### src/rtl/fixed_requant_buffer.sv
`default_nettype none
// ============================================================================
// Module   : fixed_requant_buffer
// Purpose  : Narrows wide signed fixed-point accumulator beats to activation
//            precision. Each lane uses round-half-up (toward +inf) and then
//            saturates. Results go into a 2-entry elastic buffer, so ready
//            depends only on registered state. The final beat of each tensor
//            is tagged, and a sticky count of saturating beats is kept.
// Ports    : clk              - clock, rising edge
//            rst              - asynchronous reset, active low
//            data_in_0[P]     - input lanes, DATA_IN_0_PRECISION_0 bits signed
//            data_in_0_valid  - input beat valid
//            data_in_0_ready  - buffer has room (count < 2)
//            data_out_0[P]    - requantized lanes from the head entry
//            data_out_0_valid - head entry is valid
//            data_out_0_ready - downstream accepts the head entry
//            data_out_0_last  - head entry is the last beat of a tensor
//            sat_clear        - synchronous clear of sat_count
//            sat_count        - accepted beats with any saturated lane
// Revision : 1.0 - initial release
// ============================================================================
module fixed_requant_buffer #(
  parameter int DATA_IN_0_PRECISION_0       = 16,
  parameter int DATA_IN_0_PRECISION_1       = 8,
  parameter int DATA_OUT_0_PRECISION_0      = 8,
  parameter int DATA_OUT_0_PRECISION_1      = 4,
  parameter int DATA_IN_0_TENSOR_SIZE_DIM_0 = 8,
  parameter int DATA_IN_0_TENSOR_SIZE_DIM_1 = 1,
  parameter int DATA_IN_0_PARALLELISM_DIM_0 = 4,
  parameter int DATA_IN_0_PARALLELISM_DIM_1 = 1,
  parameter int SAT_CNT_WIDTH               = 16
) (
  input  logic                              clk,
  input  logic                              rst,
  input  logic [DATA_IN_0_PRECISION_0-1:0]  data_in_0 [DATA_IN_0_PARALLELISM_DIM_0*DATA_IN_0_PARALLELISM_DIM_1],
  input  logic                              data_in_0_valid,
  output logic                              data_in_0_ready,
  output logic [DATA_OUT_0_PRECISION_0-1:0] data_out_0 [DATA_IN_0_PARALLELISM_DIM_0*DATA_IN_0_PARALLELISM_DIM_1],
  output logic                              data_out_0_valid,
  input  logic                              data_out_0_ready,
  output logic                              data_out_0_last,
  input  logic                              sat_clear,
  output logic [SAT_CNT_WIDTH-1:0]          sat_count
);

  localparam int IN_W   = DATA_IN_0_PRECISION_0;
  localparam int OUT_W  = DATA_OUT_0_PRECISION_0;
  localparam int SHIFT  = DATA_IN_0_PRECISION_1 - DATA_OUT_0_PRECISION_1;
  localparam int P      = DATA_IN_0_PARALLELISM_DIM_0 * DATA_IN_0_PARALLELISM_DIM_1;
  localparam int BEATS  = (DATA_IN_0_TENSOR_SIZE_DIM_0 * DATA_IN_0_TENSOR_SIZE_DIM_1) / P;
  localparam int BEAT_W = (BEATS > 1) ? $clog2(BEATS) : 1;

  // One extra bit of headroom so adding the rounding offset cannot overflow.
  localparam logic signed [IN_W:0] C_ROUND    = (IN_W+1)'((SHIFT > 0) ? (1 << (SHIFT - 1)) : 0);
  localparam logic signed [IN_W:0] C_SAT_MAX  = {{(IN_W-OUT_W+2){1'b0}}, {(OUT_W-1){1'b1}}};
  localparam logic signed [IN_W:0] C_SAT_MIN  = {{(IN_W-OUT_W+2){1'b1}}, {(OUT_W-1){1'b0}}};
  localparam logic [BEAT_W-1:0]    C_LAST_BEAT = BEAT_W'(BEATS - 1);

  logic [OUT_W-1:0]         w_lane_q [P];
  logic [P-1:0]             w_lane_sat;
  logic                     w_accept;
  logic                     w_pop;

  logic [OUT_W-1:0]         mem_q [2][P];
  logic [OUT_W-1:0]         mem_d [2][P];
  logic [1:0]               last_q, last_d;
  logic                     head_q, head_d;
  logic                     tail_q, tail_d;
  logic [1:0]               count_q, count_d;
  logic [BEAT_W-1:0]        beat_q, beat_d;
  logic [SAT_CNT_WIDTH-1:0] sat_count_q, sat_count_d;

  for (genvar i = 0; i < P; i++) begin : g_lane
    logic signed [IN_W:0] w_t;
    logic signed [IN_W:0] w_y;

    assign w_t = $signed({data_in_0[i][IN_W-1], data_in_0[i]}) + C_ROUND;
    // Arithmetic shift floors, so the +half offset above yields round-half-up.
    assign w_y = w_t >>> SHIFT;
    assign w_lane_sat[i] = (w_y > C_SAT_MAX) || (w_y < C_SAT_MIN);
    assign w_lane_q[i]   = (w_y > C_SAT_MAX) ? C_SAT_MAX[OUT_W-1:0] :
                           (w_y < C_SAT_MIN) ? C_SAT_MIN[OUT_W-1:0] :
                                               w_y[OUT_W-1:0];
    assign data_out_0[i] = mem_q[head_q][i];
  end

  // Ready depends only on registered occupancy, so the upstream handshake
  // never sees a combinational path from data_out_0_ready.
  assign data_in_0_ready  = (count_q != 2'd2);
  assign data_out_0_valid = (count_q != 2'd0);
  assign data_out_0_last  = last_q[head_q];
  assign sat_count        = sat_count_q;
  assign w_accept         = data_in_0_valid && data_in_0_ready;
  assign w_pop            = data_out_0_valid && data_out_0_ready;

  always_comb begin
    mem_d       = mem_q;
    last_d      = last_q;
    head_d      = head_q;
    tail_d      = tail_q;
    count_d     = count_q;
    beat_d      = beat_q;
    sat_count_d = sat_count_q;

    if (w_accept) begin
      for (int i = 0; i < P; i++) begin
        mem_d[tail_q][i] = w_lane_q[i];
      end
      last_d[tail_q] = (beat_q == C_LAST_BEAT);
      tail_d         = ~tail_q;
      beat_d         = (beat_q == C_LAST_BEAT) ? '0 : beat_q + BEAT_W'(1);
    end

    if (w_pop) begin
      head_d = ~head_q;
    end

    case ({w_accept, w_pop})
      2'b10:   count_d = count_q + 2'd1;
      2'b01:   count_d = count_q - 2'd1;
      default: count_d = count_q;
    endcase

    // Clear wins over increment; the counter sticks at all-ones.
    if (sat_clear) begin
      sat_count_d = '0;
    end else if (w_accept && (|w_lane_sat) && !(&sat_count_q)) begin
      sat_count_d = sat_count_q + SAT_CNT_WIDTH'(1);
    end
  end

  always_ff @(posedge clk or negedge rst) begin
    if (!rst) begin
      for (int e = 0; e < 2; e++) begin
        for (int i = 0; i < P; i++) begin
          mem_q[e][i] <= '0;
        end
      end
      last_q      <= '0;
      head_q      <= 1'b0;
      tail_q      <= 1'b0;
      count_q     <= '0;
      beat_q      <= '0;
      sat_count_q <= '0;
    end else begin
      mem_q       <= mem_d;
      last_q      <= last_d;
      head_q      <= head_d;
      tail_q      <= tail_d;
      count_q     <= count_d;
      beat_q      <= beat_d;
      sat_count_q <= sat_count_d;
    end
  end

endmodule
`default_nettype wire

### config.mk
export PLATFORM = sky130hd
export DESIGN_NAME = fixed_requant_buffer
export DESIGN_NICKNAME = d
export VERILOG_FILES = /design/src/rtl/fixed_requant_buffer.sv
export SDC_FILE = /design/constraint.sdc
export NUM_CORES = 1
export LEC_CHECK = 0
export CORE_ASPECT_RATIO = 0.7
export CORE_MARGIN = 2
export CORE_UTILIZATION = 45
export DETAILED_ROUTE_END_ITERATION = 16
export PLACE_DENSITY = 0.73
export SLEW_MARGIN = 40
export SYNTH_ARGS = -nofsm -noshare
export SYNTH_HDL_FRONTEND = slang
export SYNTH_SLANG_ARGS = --single-unit
### constraint.sdc
create_clock -name clk -period 2.8 [get_ports clk]
set_clock_uncertainty 0.15 [all_clocks]
set_input_delay 0.28 -clock clk [delete_from_list [all_inputs] [get_ports clk]]
set_output_delay 0.28 -clock clk [all_outputs]
set_load 0.02 [all_outputs]
==> results.sh, run 1 <==
export IMPL_synth_commonest_cells="nand2_1, dfrtp_1, mux2_2"
export IMPL_slew_viol_final=0
export IMPL_hp_class="input port to register"
export IMPL_path_clk_slew_ns=0.07
export IMPL_min_period_over_period_pct=98.2
export IMPL_finalNetCount=839
export IMPL_ys_ff_latch=87
export IMPL_slowest_delay_ns=0.50
export IMPL_fin_cells=926
export IMPL_period_minus_slack_ns=2.75
export IMPL_synthCells=561
export IMPL_die_h_um=94.5
export IMPL_vias=5026
export IMPL_timing_critical_path_required_ns=2.93
export IMPL_crit_path_cell_trace="clkdlybuf4s50_1 -> nand2_2 -> or3_4 -> nor3_4 -> o31a_1 -> nor3b_4 -> buf_4 -> and3_4 -> buf_4 -> or4_1 -> a21oi_2"
export IMPL_synthArstFlopShare_pct=100
export IMPL_grt_pass1_vias=4927
export IMPL_syn_area_mm2=0.00527
export IMPL_synth_top_area_cell="dfrtp_1"
export IMPL_cts_max_path_buffers=2
export IMPL_power_frac_seq_pct=31.2
export IMPL_port_buffers=107
export IMPL_start_util_pct=45.5
export IMPL_cts_root_buf="clkbuf_16"
export IMPL_vias_per_cell=5.43
export IMPL_pwr_share_clk_pct=20.0
export IMPL_path_class="input port to register"
export IMPL_synth_fp_nets=636
export IMPL_dp_hpwl_um=10500
export IMPL_grt_pass1_wl_um=23400
export IMPL_post_synth_top_count_cell="nand2_1"
export IMPL_cp_max_fo=5
export IMPL_p_switching_uw=2380
export IMPL_first_iter_violations=372
export IMPL_antenna_found_initial=0
export IMPL_total_power_uw=6570
export IMPL_worst_slew_pin_slew_ns=0.746
export IMPL_drc=0
export IMPL_synth_area_leaders="dfrtp_1, mux2_2, nand2_1, o21ai_0, xor2_1"
export IMPL_startpoint_type="input port"
export IMPL_yosysWarnings=0
export IMPL_rows=33
export IMPL_critical_path_most_common_cell="buf_4"
export IMPL_core_area_mm2=0.0116
export IMPL_grtUsageTotal_pct=23.2
export IMPL_hold_viol_final=0
export IMPL_maxCapViolations=0
export IMPL_htreeDepth=3
export IMPL_critPathCaptureType="register"
export IMPL_ir_drop_v=0.000717
export IMPL_die_area_mm2=0.0126
export IMPL_synth_edf_count=0
export IMPL_yosysUniqueCellTypes=57
export IMPL_cts_buffers=9
export IMPL_sw_frac_of_total_pct=36.3
export IMPL_power_leakage_uw=0.00349
export IMPL_seq_area_frac_synth_pct=41.3
export IMPL_internal_power_uw=4190
export IMPL_synth_avg_cell_area_um2=9.39
export IMPL_dp_cells=903
export IMPL_area_growth_pct=47.9
export IMPL_overflow=0
export IMPL_crit_arrival_ns=2.88
export IMPL_wl_per_cell_um=15.7
export IMPL_status="finished, final reports clean"
export IMPL_drive_gt1_share_pct=29.1
export IMPL_maxSlewHeadroom_pct=50.2
export IMPL_drt_first_pass_iters=4
export IMPL_clock_latency_ns=0.34
export IMPL_cp_slowest_cell="clkdlybuf4s50_1"
export IMPL_gp_congestion=0.940
export IMPL_finalInstanceArea_mm2=0.00779
export IMPL_fmax_ghz=0.364
export IMPL_ios=120
export IMPL_setup_viol=0
export IMPL_grt_max_degree=51
export IMPL_synth_top_area_share_pct=41.3
export IMPL_synth_flop_cell="dfrtp_1"
export IMPL_crit_family="simple AND/OR/NAND/NOR gates"
export IMPL_routed_wl_um=14600
export IMPL_ant_nets=0
export IMPL_comb_power_share_pct=48.7
export IMPL_cts_tree="yes"
export IMPL_worst_path_buf_inv=3
export IMPL_dpl_instance_area_mm2=0.00719
export IMPL_p_per_area_mw_per_mm2=844
export IMPL_cts_sink_count=87
export IMPL_die_x_um=133
export IMPL_antenna_cells=0
==> what timing repair did <==
| item | in CTS | in global routing |
|---|---|---|
| setup buffers | 3 | 2 |
| cloned | 1 | 0 |
| gates resized for setup | 32 | 37 |
| endpoints found under the setup margin | 16 | 16 |
| hold buffers | 1 | 0 |
| hold endpoints to repair | 48 | 0 |
| pin swaps | 13 | 17 |
==> registers in the layout (all words and copies together) (netlist names) <==
name and flops:
mem_q 64, sat_count 16, count_q 2, last_q 2
beat_q 1, head_q 1, tail_q 1
==> through the flow <==
stage / setup slack [ns] / setup TNS, ns / hold slack (ns) / util, %
floorplan: 0.158 / 0 / -0.166 / -
global placement: -0.521 / -6.98 / 0.179 / 62.2
detailed placement: -0.597 / -8.54 / 0.192 / 62.2
CTS: -0.000198 / -0.000198 / 0.324 / 66.1
global route: -0.000355 / -0.000355 / 0.216 / 67.3
finish: 0.0507 / 0 / 0.210 / 67.3
==> worst paths after layout <==
kind | start | to | slack (ns) | cells after the start
max in group asynchronous | rst | mem_q[59] | 1.38 | 3
min | sat_clear | sat_count[0] | 0.21 | 2
min reg2reg | mem_q[50] | mem_q[50] | 0.32 | 2
max | data_in_0[27] | sat_count[11] | 0.05 | 11
max reg2reg | sat_count[9] | sat_count[4] | 0.17 | 8
min in group asynchronous | rst | sat_count[5] | 0.35 | 2
==> layout make-up <==
type / count / area (µm²)
Clock buffer: 10 / 239
Clock inverter: 6 / 92.6
Fill cell: 902 / 3770
Inverter: 10 / 37.5
Multi-Input combinational cell: 444 / 3150
Sequential cell: 87 / 2180
Tap cell: 157 / 196
Timing Repair Buffer: 212 / 1900
==> worst register-to-register path: cells and delay by family, from the launching register on <==
kind / cells / cell delay, ns
and+or+nand+nor: 5 / 1.03
AOI/OAI and AO/OA: 2 / 0.61
DFF: 1 / 0.41
muxes: 1 / 0.32
==> power by group through the flow <==
stage / clock network [µW] / logic [µW] / registers (µW)
after floorplan: 0 / 1860 / 1990
after global placement: 0 / 3110 / 2020
after detailed placement: 0 / 3170 / 2070
after CTS: 1340 / 3220 / 2050
after global routing: 1390 / 3460 / 2120
final: 1320 / 3200 / 2050
==> cells in the final DEF, fill, tap and decap left out, drive strengths merged, types with 4 or more instances in the layout <==
cell,synthesis,routed
and4,5,5
a31o,5,5
clkdlybuf4s50,0,73
dlygate4sd2,0,13
and3,9,9
nor2b,10,10
dlymetal6s2s,0,19
nor2,29,29
o21ai,47,47
clkbuf,13,10
a21oi,11,11
ha,6,6
or4,6,6
o21a,7,7
o31ai,9,9
xor2,18,18
nand2b,6,6
xnor2,14,14
a31oi,3,4
dfrtp,87,87
buf,8,106
inv,10,11
nand3,29,29
nor3,4,4
nand4,17,17
mux2,60,60
nand2,108,108
nor4,8,8
==> logic make-up (layout without fill, tap and decap cells) <==
logic type	count (synthesis)	in the layout	synth area share, %
flops	87	87	41.3
fa+ha+maj	6	6	1.43
mux	62	62	13.2
buf+inv	31	238	2.66
xor+xnor	32	32	5.32
simple gates	242	242	23.0
compound gates	101	102	13.0
==> per-layer routing <==
layer / up-vias / wire [µm] / global-route usage (%) / part of all wire [%]
li1: 2433 / - / - / -
met1: 2444 / 6870 / 31.2 / 47
met2: 133 / 6960 / 39.0 / 48
met3: 16 / 580 / 4.13 / 4.0
met4: 0 / 153 / 5.94 / 1.1
met5: - / 0 / 0 / 0
Note: power is estimated with default switching activity, not from simulation.
==> inputs of run 2 (changes only) <==
--- a/config.mk
+++ b/config.mk
@@ -8,6 +8,7 @@
 export CORE_ASPECT_RATIO = 0.7
 export CORE_MARGIN = 2
 export CORE_UTILIZATION = 45
+export CTS_CLUSTER_SIZE = 16
 export DETAILED_ROUTE_END_ITERATION = 16
 export PLACE_DENSITY = 0.73
 export SLEW_MARGIN = 40
==> results of run 2 <==
No change in the layout: final DEF, timing and power equal those of run 1.
==> inputs of run 3 (changes only) <==
--- a/config.mk
+++ b/config.mk
@@ -10,7 +10,7 @@
 export CORE_UTILIZATION = 45
 export CTS_CLUSTER_SIZE = 16
 export DETAILED_ROUTE_END_ITERATION = 16
-export PLACE_DENSITY = 0.73
+export PLACE_DENSITY = 0.69
 export SLEW_MARGIN = 40
 export SYNTH_ARGS = -nofsm -noshare
 export SYNTH_HDL_FRONTEND = slang
==> run 3 against run 2 <==
  * Largest cell class unchanged
  * Via count up 1.7%
  * Routed wire length is 1.8% higher
  * Sequential power about the same
  * Sequential share of layout area fell by 0.31 points
  * Largest power group unchanged
  * Count of clock-buffer cells in the layout is 1 higher
  * Register-to-register slack barely moved
  * Global-route usage increased by 0.61 points
==> results.sh, run 3 (same netlist as run 1, synthesis figures left out) <==
export IMPL_maxCapViolations=0
export IMPL_cts_buffers=9
export IMPL_dp_hpwl_um=10600
export IMPL_power_leakage_uw=0.00349
export IMPL_ant_nets=0
export IMPL_drc=0
export IMPL_fmax_ghz=0.365
export IMPL_antenna_cells=0
export IMPL_vias_per_cell=5.47
export IMPL_largest_register_ff_count=64
export IMPL_ios=120
export IMPL_postLayoutCoreUtil_pct=68.1
export IMPL_multiInputGateArea_mm2=0.00319
export IMPL_die_h_um=94.5
export IMPL_period_minus_slack_ns=2.74
export IMPL_timing_critical_path_required_ns=2.89
export IMPL_grt_max_degree=53
export IMPL_die_x_um=133
export IMPL_drt_first_pass_iters=4
export IMPL_nFillCells=910
export IMPL_cts_max_path_buffers=2
export IMPL_gp_congestion=0.949
export IMPL_antenna_found_initial=0
export IMPL_core_area_mm2=0.0116
export IMPL_grt_pass1_wl_um=24300
export IMPL_grt_pass1_vias=5119
export IMPL_fin_setup_tns_ns=0
export IMPL_port_buffers=107
export IMPL_finalNetCount=848
export IMPL_cp_max_fo=6
export IMPL_final_cell_mix="buf_4, nand2_1, dfrtp_1, clkdlybuf4s50_1, mux2_2"
export IMPL_ir_drop_v=0.000617
export IMPL_fin_cells=935
export IMPL_min_period_over_period_pct=97.8
export IMPL_crit_arrival_ns=2.82
export IMPL_path_clk_slew_ns=0.07
export IMPL_startpoint_type="input port"
export IMPL_worst_slew_pin_slew_ns=0.785
export IMPL_dp_cells=909
export IMPL_overflow=0
export IMPL_cts_tree="yes"
export IMPL_area_growth_pct=49.5
export IMPL_setup_viol=0
export IMPL_die_area_mm2=0.0126
export IMPL_slew_viol_final=0
export IMPL_cts_root_buf="clkbuf_16"
export IMPL_rows=33
export IMPL_status="finished, final reports clean"
export IMPL_clock_latency_ns=0.35
export IMPL_cts_sink_count=87
export IMPL_final_common_cell="buf_4"
export IMPL_drive_gt1_share_pct=30.7
export IMPL_htreeDepth=3
export IMPL_vias=5112
export IMPL_hold_viol_final=0
export IMPL_total_power_uw=6450
export IMPL_p_per_area_mw_per_mm2=819
export IMPL_first_iter_violations=321
export IMPL_grtUsageTotal_pct=23.8
export IMPL_top_register="mem_q"
export IMPL_wl_per_cell_um=15.8
export IMPL_hp_class="register to register"
export IMPL_maxSlewHeadroom_pct=47.5
export IMPL_start_util_pct=45.5
export IMPL_final_seq_area_mm2=0.00218
export IMPL_critPathCaptureType="register"
export IMPL_r2r_slack_ns=0.17
export IMPL_path_class="input port to register"
export IMPL_routed_wl_um=14800
## run 3: worst max-delay path, cell delays in order
cell and delay [ns]:
clkdlybuf4s50_1 0.50, buf_4 0.14, nand2b_1 0.08, or4_4 0.42, a32oi_2 0.26, a21oi_2 0.11, nor3b_4 0.19, buf_6 0.15
a31oi_4 0.15, nand4_1 0.21, mux2_4 0.32
## run 3: timing repair
item,in CTS,in global routing
buffers inserted,8,0
resized for setup,52,32
cloned,1,0
setup endpoints to repair,16,15
hold buffers,1,0
pin swaps,25,9
hold endpoints to repair,51,0
## run 3: final timing paths
kind                       cells past startpoint      endpoint     startpoint
setup reg to reg                               8  sat_count[5]   sat_count[7]
setup / recovery                              11  sat_count[5]  data_in_0[27]
max in group asynchronous                      3     mem_q[41]            rst
hold reg to reg                                2     mem_q[52]      mem_q[52]
hold / removal                                 2     mem_q[52]      mem_q[52]
min in group asynchronous                      2  sat_count[5]            rst
## run 3: layout make-up
class                      instances  area share (%)
tap                              157            2.50
clock inverter                     5           0.493
sequential                        87            27.7
timing repair buffer             221            25.1
inverter                          10           0.477
multi-input combinational        444            40.6
clock buffer                      11            3.21
## run 3: power by group
group          switching [µW]  total [µW]  internal, µW
combinational            1630        3240          1610
sequential                267        2050          1780
clock                     504        1160           656
total                    2400        6450          4050
## run 3: through the flow
step,area (µm²),setup slack [ns],hold WS (ns)
after detailed placement,7260,-0.642,0.209
after floorplan,5270,0.158,-0.166
after global placement,7260,-0.515,0.199
after CTS,7760,0.00653,0.325
after global routing,7870,-0.0156,0.351
final,7870,0.0611,0.322
## run 3: per-layer routing
metal	track usage [%]	routed length (µm)	part of all wire (%)	vias to the layer above
li1	-	-	-	2453
met1	32.1	6920	47	2509
met2	40.4	7150	48	138
met3	4.29	624	4.2	12
met4	5.14	112	0.76	0
met5	0	0	0	-
